[src/rtl/xadc_drp_responder_if.sv]
// DRP bus between an initiator (master) and the responder (slave).
// One request strobe per transaction; drdy closes it.
interface xadc_drp_responder_if;
   logic        den;
   logic        dwe;
   logic [6:0]  daddr;
   logic [15:0] di;
   logic [15:0] do_o;
   logic        drdy;

   modport master (output den, output dwe, output daddr, output di,
                   input do_o, input drdy);
   modport slave  (input den, input dwe, input daddr, input di,
                   output do_o, output drdy);
endinterface

[src/rtl/xadc_drp_responder.sv]
// Behavioural stand-in for the 7-series XADC DRP endpoint: register file,
// round-robin conversion sequencer over measurement inputs, min/max tracking.
module xadc_drp_responder #(
   parameter int NCH         = 4,
   parameter int CONV_CYCLES = 26,
   parameter int RD_LAT      = 2,
   parameter int WR_LAT      = 1
) (
   input  logic                 aclk,
   input  logic                 aresetn,
   xadc_drp_responder_if.slave  drp,
   input  logic [12*NCH-1:0]    meas,
   output logic [4:0]           channel,
   output logic                 eoc,
   output logic                 eos,
   output logic                 busy,
   output logic                 req_err
);

   localparam int CW = $clog2(CONV_CYCLES + 1);
   localparam int LW = 8;
   localparam logic [6:0] MASK_ADDR = 7'h48;

   typedef enum logic {IDLE, CONV} seq_state_t;

   logic [15:0]   cfg [64];
   logic [15:0]   res [16];
   logic [15:0]   max0, max1, min0, min1;

   logic [LW-1:0] rem;
   logic          t_wr;
   logic [6:0]    t_addr;
   logic [15:0]   t_di, t_rdata;
   logic [15:0]   do_q;
   logic          drdy_q;

   seq_state_t    state;
   logic [CW-1:0] cnt;
   logic [4:0]    cur;

   logic          pending, accept, imm, fire, f_wr, wr_commit, mask_wr;
   logic [LW-1:0] acc_lat;
   logic [6:0]    f_addr;
   logic [15:0]   f_di, f_rdata, rd_now, v_now;
   logic [11:0]   cur_code;
   logic [NCH-1:0] mask, new_mask;

   function automatic logic [4:0] lowest(input logic [NCH-1:0] m);
      logic [4:0] r;
      r = '0;
      for (int k = NCH - 1; k >= 0; k--) if (m[k]) r = 5'(k);
      return r;
   endfunction

   function automatic logic [4:0] highest(input logic [NCH-1:0] m);
      logic [4:0] r;
      r = '0;
      for (int k = 0; k < NCH; k++) if (m[k]) r = 5'(k);
      return r;
   endfunction

   // Smallest enabled channel above c, wrapping to the lowest enabled one.
   function automatic logic [4:0] next_ch(input logic [NCH-1:0] m, input logic [4:0] c);
      logic [4:0] r;
      r = lowest(m);
      for (int k = NCH - 1; k >= 0; k--) if (m[k] && 5'(k) > c) r = 5'(k);
      return r;
   endfunction

   always_comb begin
      rd_now = 16'h0000;
      if (drp.daddr[6])               rd_now = cfg[drp.daddr[5:0]];
      else if (drp.daddr == 7'h20)    rd_now = max0;
      else if (drp.daddr == 7'h21)    rd_now = max1;
      else if (drp.daddr == 7'h24)    rd_now = min0;
      else if (drp.daddr == 7'h25)    rd_now = min1;
      else if (drp.daddr < 7'(NCH))   rd_now = res[drp.daddr[3:0]];
   end

   // A transaction stays pending until the cycle after its drdy.
   assign pending   = (rem != '0) | drdy_q;
   assign accept    = drp.den & ~pending;
   assign acc_lat   = drp.dwe ? LW'(WR_LAT) : LW'(RD_LAT);
   assign imm       = accept & (acc_lat == LW'(1));
   assign fire      = imm | (rem == LW'(1));
   assign f_wr      = imm ? drp.dwe   : t_wr;
   assign f_addr    = imm ? drp.daddr : t_addr;
   assign f_di      = imm ? drp.di    : t_di;
   assign f_rdata   = imm ? rd_now    : t_rdata;
   assign wr_commit = fire & f_wr & f_addr[6];
   assign mask_wr   = wr_commit & (f_addr == MASK_ADDR);
   assign new_mask  = f_di[NCH-1:0];
   assign mask      = cfg[8][NCH-1:0];

   always_comb begin
      cur_code = '0;
      for (int k = 0; k < NCH; k++) if (cur == 5'(k)) cur_code = meas[12*k +: 12];
   end
   assign v_now = {cur_code, 4'b0000};

   assign drp.do_o = do_q;
   assign drp.drdy = drdy_q;

   always_ff @(posedge aclk or negedge aresetn) begin
      if (!aresetn) begin
         rem     <= '0;
         drdy_q  <= 1'b0;
         do_q    <= '0;
         t_wr    <= 1'b0;
         t_addr  <= '0;
         t_di    <= '0;
         t_rdata <= '0;
         req_err <= 1'b0;
         for (int i = 0; i < 64; i++) cfg[i] <= '0;
      end else begin
         drdy_q <= fire;
         if (fire && !f_wr) do_q <= f_rdata;
         if (wr_commit) cfg[f_addr[5:0]] <= f_di;
         if (drp.den && pending) req_err <= 1'b1;
         if (rem != '0)          rem <= rem - LW'(1);
         else if (accept && !imm) rem <= acc_lat - LW'(1);
         if (accept) begin
            t_wr    <= drp.dwe;
            t_addr  <= drp.daddr;
            t_di    <= drp.di;
            t_rdata <= rd_now;
         end
      end
   end

   always_ff @(posedge aclk or negedge aresetn) begin
      if (!aresetn) begin
         state   <= IDLE;
         cnt     <= '0;
         cur     <= '0;
         channel <= '0;
         eoc     <= 1'b0;
         eos     <= 1'b0;
         busy    <= 1'b0;
         max0    <= 16'h0000;
         max1    <= 16'h0000;
         min0    <= 16'hFFFF;
         min1    <= 16'hFFFF;
         for (int i = 0; i < 16; i++) res[i] <= '0;
      end else begin
         eoc <= 1'b0;
         eos <= 1'b0;
         // A mask write restarts the sequence and wins over a coincident completion.
         if (mask_wr) begin
            if (new_mask != '0) begin
               state <= CONV;
               cnt   <= CW'(CONV_CYCLES - 1);
               cur   <= lowest(new_mask);
               busy  <= 1'b1;
            end else begin
               state <= IDLE;
               busy  <= 1'b0;
            end
         end else begin
            case (state)
               IDLE: if (mask != '0) begin
                  state <= CONV;
                  cnt   <= CW'(CONV_CYCLES - 1);
                  cur   <= lowest(mask);
                  busy  <= 1'b1;
               end
               CONV: if (cnt != '0) begin
                  cnt <= cnt - CW'(1);
               end else begin
                  res[cur[3:0]] <= v_now;
                  channel       <= cur;
                  eoc           <= 1'b1;
                  eos           <= (cur == highest(mask));
                  if (cur == 5'd0) begin
                     if (v_now > max0) max0 <= v_now;
                     if (v_now < min0) min0 <= v_now;
                  end
                  if (cur == 5'd1) begin
                     if (v_now > max1) max1 <= v_now;
                     if (v_now < min1) min1 <= v_now;
                  end
                  if (mask == '0) begin
                     state <= IDLE;
                     busy  <= 1'b0;
                  end else begin
                     cur <= next_ch(mask, cur);
                     cnt <= CW'(CONV_CYCLES - 1);
                  end
               end
               default: state <= IDLE;
            endcase
         end
      end
   end

endmodule
[src/flat_wrapper.sv]
// flat-port wrapper written by rule: the top's interface ports become plain ports
module xadc_drp_responder_flat 
#(
   parameter int NCH         = 4,
   parameter int CONV_CYCLES = 26,
   parameter int RD_LAT      = 2,
   parameter int WR_LAT      = 1
)
  (aclk, aresetn, meas, channel, eoc, eos, busy, req_err, drp_den, drp_dwe, drp_daddr, drp_di, drp_do_o, drp_drdy);
  xadc_drp_responder_if drp_i ();
  input  logic aclk;
  input  logic aresetn;
  input  logic [12*NCH-1:0] meas;
  output logic [4:0] channel;
  output logic eoc;
  output logic eos;
  output logic busy;
  output logic req_err;
  input wire logic [$bits(drp_i.den)-1:0] drp_den;
  input wire logic [$bits(drp_i.dwe)-1:0] drp_dwe;
  input wire logic [$bits(drp_i.daddr)-1:0] drp_daddr;
  input wire logic [$bits(drp_i.di)-1:0] drp_di;
  output wire logic [$bits(drp_i.do_o)-1:0] drp_do_o;
  output wire logic [$bits(drp_i.drdy)-1:0] drp_drdy;
  assign drp_i.den = drp_den;
  assign drp_i.dwe = drp_dwe;
  assign drp_i.daddr = drp_daddr;
  assign drp_i.di = drp_di;
  assign drp_do_o = drp_i.do_o;
  assign drp_drdy = drp_i.drdy;
  xadc_drp_responder #(.NCH(NCH), .CONV_CYCLES(CONV_CYCLES), .RD_LAT(RD_LAT), .WR_LAT(WR_LAT)) u_core (.aclk(aclk), .aresetn(aresetn), .drp(drp_i), .meas(meas), .channel(channel), .eoc(eoc), .eos(eos), .busy(busy), .req_err(req_err));
endmodule
[config.mk]
export PLATFORM = sky130hd
export DESIGN_NAME = xadc_drp_responder_flat
export DESIGN_NICKNAME = d
export VERILOG_FILES = /design/src/rtl/xadc_drp_responder_if.sv /design/src/rtl/xadc_drp_responder.sv /design/src/flat_wrapper.sv
export SDC_FILE = /design/constraint.sdc
export NUM_CORES = 2
export LEC_CHECK = 0
export CAP_MARGIN = 25
export CORE_AREA = 3 3 400 402
export CTS_CLUSTER_DIAMETER = 150
export DETAILED_ROUTE_END_ITERATION = 12
export DIE_AREA = 0 0 403 405
export HOLD_SLACK_MARGIN = 0.1
export PLACE_DENSITY = 0.46
export SLEW_MARGIN = 20
export SYNTH_ARGS = -nofsm -noshare
export SYNTH_HDL_FRONTEND = slang
export SYNTH_SLANG_ARGS = --single-unit
export TNS_END_PERCENT = 30
[constraint.sdc]
create_clock -name aclk -period 9.3 [get_ports aclk]
set_clock_uncertainty 0.15 [all_clocks]
set_input_delay 2.325 -clock aclk [delete_from_list [all_inputs] [get_ports aclk]]
set_output_delay 2.325 -clock aclk [all_outputs]
set_load 0.005 [all_outputs]
### Word level (Yosys, flattened, before mapping)

Index checks and enable logic that the tools add are counted.

| word-level totals | value |
|---|---|
| bits in registers | 1421 |
| latch bits | 0 |
| RAM bits | 0 |
| bits in read-only memories | 0 |
| input port bits | 75 |
| memories kept | 0 |

| cells by class | value |
|---|---|
| $add $sub $neg | 3 |
| multiply operators | 0 |
| div/mod/pow operators | 0 |
| order comparisons | 15 |
| equal/unequal tests | 17 |
| shift operators | 0 |
| multiplexer cells | 76 |
| bitwise operators | 15 |
| reductions and logical operators | 26 |

Operator list:

| cell | count |
|---|---|
| $bwmux 1024 | 1 |
| $bwmux 256 | 1 |
| $mux 16 | 14 |
| $bmux 16 s6 | 1 |
| $demux 16 s6 | 1 |
| $mux 5 | 13 |
| $bmux 16 s4 | 1 |
| $demux 16 s4 | 1 |
| $mux 12 | 4 |
| $gt 16x16->1 | 2 |
| $lt 16x16->1 | 2 |
| $mux 2 | 15 |
| $eq 7x6->1 const B | 4 |
| $pmux 5 s2 | 2 |
| $reduce_and 5->1 | 4 |
| $mux 1 | 17 |
| $eq 8x1->1 const B | 2 |
| $mux 8 | 2 |
| $sub 8x1->8 const B | 2 |
| $ge 7x7->1 const B | 2 |
| $not 6->7 | 2 |
| $eq 5x2->1 const B | 2 |
| $ge 5x5->1 const B | 2 |
| $gt 1x5->1 const A | 2 |
| 28 further kinds | 53 |

### Depth between registers and ports, before layout

| depth | value |
|---|---|
| depth in word-level cells | 14 |
| gate-level depth with buffers | 14 |

### Least setup slack after synthesis

OpenSTA, ideal clock, no wires.

| timing path | value |
|---|---|
| path kind | input-to-reg |
| start | in drp_daddr[0] |
| end | reg u_core.t_rdata[2] |
| setup time | 0.119 ns |
| arrival | 4.881 ns |
| slack | 4.150 ns |
| stages on the path | 8 |
| buffers on the path | 3 |
| cells stage by stage | clkbuf_1 buf_1 buf_1 mux4_2 mux4_2 a22oi_1 o211ai_1 o21a_1 |

| between the ends | value |
|---|---|
| cells in the longest elaborated chain, start to end | 10 |
| elaborated cells between the ends (all ways) | 19 |
| classes of those cells | 1 x order compare; 4 x eq/ne; 12 x mux; 2 x bitwise |

RTL lines:

| item | line | text |
|---|---|---|
| start: declaration | flat_wrapper.sv:21 | `input wire logic [$bits(drp_i.daddr)-1:0] drp_daddr;` |
| $not 4->5 (not written as such) | xadc_drp_responder.sv:77 | `else if (drp.daddr < 7'(NCH)) rd_now = res[drp.daddr[3:0]];` |
| $bmux 16 s4 | xadc_drp_responder.sv:77 |  |
| $mux 16 (not written as such) (2 in a row) | xadc_drp_responder.sv:77 |  |
| $mux 16 | xadc_drp_responder.sv:77 |  |
| $mux 16 | xadc_drp_responder.sv:76 | `else if (drp.daddr == 7'h25) rd_now = min1;` |
| $mux 16 | xadc_drp_responder.sv:75 | `else if (drp.daddr == 7'h24) rd_now = min0;` |
| $mux 16 | xadc_drp_responder.sv:74 | `else if (drp.daddr == 7'h21) rd_now = max1;` |
| $mux 16 | xadc_drp_responder.sv:73 | `else if (drp.daddr == 7'h20) rd_now = max0;` |
| $mux 16 * | xadc_drp_responder.sv:72 | `if (drp.daddr[6]) rd_now = cfg[drp.daddr[5:0]];` |
| end signal: assignment | xadc_drp_responder.sv:126 | `t_rdata <= rd_now;` |
| end: declaration | xadc_drp_responder.sv:33 | `logic [15:0] t_di, t_rdata;` |

Every way passes the cells marked *; elsewhere a longest branch is shown, timed or not. The select of a mux whose other input is x is not followed.
A chain may end at the register's enable or synchronous reset.

### Final worst setup path

| timing path | value |
|---|---|
| start | in drp_den |
| end | reg u_core.max0[15] |

| between the ends | value |
|---|---|
| cells in the longest elaborated chain, start to end | 8 |
| elaborated cells between the ends (all ways) | 11 |
| classes of those cells | 1 x eq/ne; 2 x mux; 7 x bitwise; 1 x reduce/logical |

RTL lines:

| item | line | text |
|---|---|---|
| start: declaration | flat_wrapper.sv:19 | `input wire logic [$bits(drp_i.den)-1:0] drp_den;` |
| $and 1x1->1 * | xadc_drp_responder.sv:82 | `assign accept = drp.den & ~pending;` |
| $and 1x1->1 * | xadc_drp_responder.sv:84 | `assign imm = accept & (acc_lat == LW'(1));` |
| $or 1x1->1 / $mux 1 (equally long branches) | xadc_drp_responder.sv:85, xadc_drp_responder.sv:86 |  |
| $and 1x1->1 (2 in a row) | xadc_drp_responder.sv:90 | `assign wr_commit = fire & f_wr & f_addr[6];` |
| $and 1x1->1 * | xadc_drp_responder.sv:91 | `assign mask_wr = wr_commit & (f_addr == MASK_ADDR);` |
| $not 1->1 (no source line) * | - |  |
| $reduce_and 5->1 (no source line) * | - |  |
| end signal: assignment | xadc_drp_responder.sv:175 | `if (v_now > max0) max0 <= v_now;` |
| end: declaration | xadc_drp_responder.sv:28 | `logic [15:0] max0, max1, min0, min1;` |

Every way passes the cells marked *; elsewhere a longest branch is shown, timed or not.

==> results.json <==
{
  "numPortBuffers": 97,
  "critical_path.max_fanout": 14,
  "clock_sinks": 1201,
  "grt_max_degree": 160,
  "synthDominantAreaCellType": "sky130_fd_sc_hd__dfrtp_1",
  "clock_insertion_delay_worst_skew_ps": 770,
  "holdCritPathClass": "reg -> reg",
  "post-cts-setup-buffer-count": 0,
  "worst_pin_slew_ps": 1040,
  "clock-root-buffer": "sky130_fd_sc_hd__clkbuf_16",
  "yosys.area_share.adder_pct": 1.19,
  "worstHoldStart": "u_core.t_rdata[12]$_DFFE_PN0N_",
  "compound_gate_portion_of_the_synthesized_area_pct": 8.05,
  "detailedRoute.firstPassIterationCount": 5,
  "die_area_um2": 163000,
  "grt_remaining_overflow": 0,
  "tritoncts": "yes",
  "cts.hold.buffers_added": 0,
  "seq_area_frac_synth_pct": 55.0,
  "chipHeight_um": 405,
  "start_util_pct": 35.0,
  "critical-path-max-stage-delay_ps": 900,
  "startpoint_type": "input port",
  "cts.htree.levels": 4,
  "vias_per_cell": 5.35,
  "detail_route.iter0.violations": 2533,
  "synth_enable_flop_cells": 0,
  "yosys-mux-area-fraction_pct": 24.9,
  "finalMaxSlewViolations": 0,
  "synth_largest_type_area_fraction_pct": 53.7,
  "leakage_nw": 28.9,
  "synth_cell_type_count": 64,
  "synth_flop_cell": "sky130_fd_sc_hd__dfrtp_1",
  "cts_resized": 0,
  "fin_nets": 4532,
  "timing.setup.tns_ps": 0,
  "regToRegSetupSlack_ps": 4130,
  "critical_path_cell_by_cell": "clkdlybuf4s50_1 > nand3b_1 > nor3_4 > o41a_2 > nor4_4 > nor3b_4 > nor3b_4 > nor3b_2 > mux2_2",
  "maxClockFrequency_mhz": 162,
  "data_arrival_at_the_endpoint_of_the_critical_path_ps": 6680,
  "grt_antenna_before_repair": 9,
  "min_path_cells": 2,
  "cts-root-to-sink-buffers": 3,
  "yosys_register_bits": 1201,
  "relSlewSlack_pct": 29.1,
  "synth.yosys.warnings": 0,
  "worst_reg_to_reg_path_cell_count": 10,
  "yosys.area_share.simple_pct": 7.63,
  "whs_endpoint": "u_core.t_rdata[12]$_DFFE_PN0N_",
  "ioPinCount": 101,
  "grt_util_all_layers_pct": 20.9,
  "critical-path-slowest-cell": "sky130_fd_sc_hd__nor3b_2",
  "run_status": "complete, no violations",
  "place.detailed.hpwl_um": 103000,
  "grt_setup_unrepaired": "false",
  "path_clk_slew_ps": 60,
  "core_region_area_um2": 156000,
  "die-width_um": 403,
  "post_synth_xor_area_fraction_pct": 0.0800,
  "numCtsBuffers": 140,
  "netlist_area_um2": 54700,
  "first_pass_grt_wire_length_um": 252000,
  "vias_in_the_first_global_route": 35596,
  "crit_path_frequent_cell": "sky130_fd_sc_hd__nor3b_4",
  "worst_flop_to_flop_path_endpoint": "u_core.max0[15]$_DFFE_PN0P_",
  "vdd_ir_drop_max_uv": 214,
  "ys_async_sr_fraction_pct": 100,
  "dominant_combinational_cell_family_by_area_after_synthesis": "multiplexers",
  "crit_share_post_route_pct": 66.6,
  "postRouteAntennaNets": 0,
  "synthesis.area_per_instance_um2": 12.4,
  "setup_violations": 0,
  "routed_wirelength_um": 169000,
  "post_route_cells_drive_above_1_share_pct": 28.5,
  "remaining_drc_errors": 0,
  "r2r-start": "u_core.rem[0]$_DFFE_PN0P_",
  "finalPower_mw": 14.1,
  "synthesis.instances": 4422,
  "std_cell_rows": 145,
  "end_kind": "flip-flop",
  "crit_required_ps": 9790,
  "synth_area_leaders": "sky130_fd_sc_hd__dfrtp_1 54%, sky130_fd_sc_hd__mux4_2 14%, sky130_fd_sc_hd__mux2_2 10%",
  "area_growth_pct": 15.1,
  "report.final.hold_viol_count": 0,
  "drt-wirelength-per-cell_um": 25.7,
  "vias": 35213,
  "timing.setup.critical_path_class": "in -> reg",
  "gp_routability_congestion": 0.786,
  "timing.max_cap.violations": 0,
  "power.density_nw_per_um2": 223,
  "finalCriticalPeriod_ps": 6190
}
-- Yosys cell counts (18+ instances only) --
cell,n
sky130_fd_sc_hd__dfrtp_1,1175
sky130_fd_sc_hd__nor2_1,606
sky130_fd_sc_hd__a21oi_1,573
sky130_fd_sc_hd__mux2_2,502
sky130_fd_sc_hd__mux4_2,336
sky130_fd_sc_hd__clkbuf_1,322
sky130_fd_sc_hd__nand2_1,282
sky130_fd_sc_hd__o21ai_0,143
sky130_fd_sc_hd__inv_1,62
sky130_fd_sc_hd__ha_1,52
sky130_fd_sc_hd__buf_1,32
sky130_fd_sc_hd__mux2i_1,28
sky130_fd_sc_hd__dfstp_2,26
sky130_fd_sc_hd__buf_2,25
sky130_fd_sc_hd__nor3_1,21
sky130_fd_sc_hd__a22oi_1,18
-- metrics by stage --
step	util, %	hold WS [ps]	area [µm²]	setup WS [ps]	std cells
global route	40.3	348	63000	2810	6574
floorplan	-	289	54700	4150	4424
global placement	37.2	307	58200	2250	6315
finish	40.3	323	63000	3110	6577
detailed placement	37.2	319	58200	2240	6319
CTS	40.3	332	63000	3070	6572
-- state kept, by name, summed over array words and instances (netlist names), 5 cells and up --
name	cells
u_core.cnt	5
u_core.drp.do_o	16
u_core.cfg	1024
u_core.t_rdata	16
u_core.res	48
u_core.max1	12
u_core.t_di	16
u_core.max0	12
u_core.min0	13
u_core.t_addr	7
u_core.rem	8
u_core.min1	13
-- worst max-delay path, delay by kind of cell --
| family | cells | cell delay [ps] |
|---|---|---|
| simple gates | 6 | 3010 |
| buf+inv | 1 | 560 |
| mux | 1 | 410 |
| compound gates | 1 | 350 |
-- worst max path at each step --
stage,start,to,cells after the start
floorplan,drp_daddr[0],u_core.t_rdata[2]$_DFFE_PN0N_,8
global placement,drp_den,u_core.max0[4]$_DFFE_PN0P_,9
detailed placement,drp_den,u_core.max0[15]$_DFFE_PN0P_,9
CTS,drp_den,u_core.max0[15]$_DFFE_PN0P_,9
global route,drp_den,u_core.max0[15]$_DFFE_PN0P_,9
finish,drp_den,u_core.max0[15]$_DFFE_PN0P_,9
-- final cells by class --
class                   count  area, µm²
diodes                      3       7.51
clock buffers             222       4360
clock inverters            31        380
fillers                 14987      93400
inverters                  62        233
multi-input cells        2778      23300
flip-flops and latches   1201      30100
well taps                2058       2570
repair buffers            222       2100
-- kinds of logic after synthesis --
kind of cell	after synthesis
AOI/OAI and AO/OA	823
muxes	879
buffers and inverters	445
and+or+nand+nor	1016
other	1
adders and majority gates	52
DFF	1201
xor gates and xnor gates	5
-- where the power goes --
part,total [mW],leakage (nW),internal (mW),switching [mW]
Sequential,5.79,16.5,5.53,0.253
Clock,5.63,2.34,3.34,2.29
Combinational,2.66,10.0,0.763,1.90
Total,14.1,28.9,9.63,4.44
-- cells in the final DEF (no fill, tap or decap), types with 13 or more instances in the layout --
| master | n |
|---|---|
| sky130_fd_sc_hd__a21o_1 | 14 |
| sky130_fd_sc_hd__a21oi_1 | 573 |
| sky130_fd_sc_hd__a22oi_1 | 18 |
| sky130_fd_sc_hd__and2_1 | 15 |
| sky130_fd_sc_hd__buf_4 | 112 |
| sky130_fd_sc_hd__clkbuf_1 | 33 |
| sky130_fd_sc_hd__clkbuf_16 | 145 |
| sky130_fd_sc_hd__clkbuf_8 | 44 |
| sky130_fd_sc_hd__clkdlybuf4s50_1 | 92 |
| sky130_fd_sc_hd__clkinv_2 | 15 |
| sky130_fd_sc_hd__dfrtp_1 | 1175 |
| sky130_fd_sc_hd__dfstp_2 | 26 |
| sky130_fd_sc_hd__ha_1 | 52 |
| sky130_fd_sc_hd__inv_1 | 62 |
| sky130_fd_sc_hd__mux2_2 | 502 |
| sky130_fd_sc_hd__mux2i_4 | 16 |
| sky130_fd_sc_hd__mux4_2 | 336 |
| sky130_fd_sc_hd__nand2_1 | 273 |
| sky130_fd_sc_hd__nand3_1 | 14 |
| sky130_fd_sc_hd__nand4_1 | 15 |
| sky130_fd_sc_hd__nor2_1 | 582 |
| sky130_fd_sc_hd__nor2_2 | 23 |
| sky130_fd_sc_hd__nor2b_1 | 13 |
| sky130_fd_sc_hd__nor3_1 | 15 |
| sky130_fd_sc_hd__o21ai_0 | 143 |
-- routing by layer --
metal / global-route usage (%) / vias to the layer above / wire length, µm
met5: 0 / - / 30
met4: 5.75 / 6 / 3950
met3: 3.10 / 203 / 6880
met2: 33.0 / 723 / 78100
met1: 30.2 / 18524 / 80300
li1: - / 15757 / -
(Power assumes the default switching activity.)
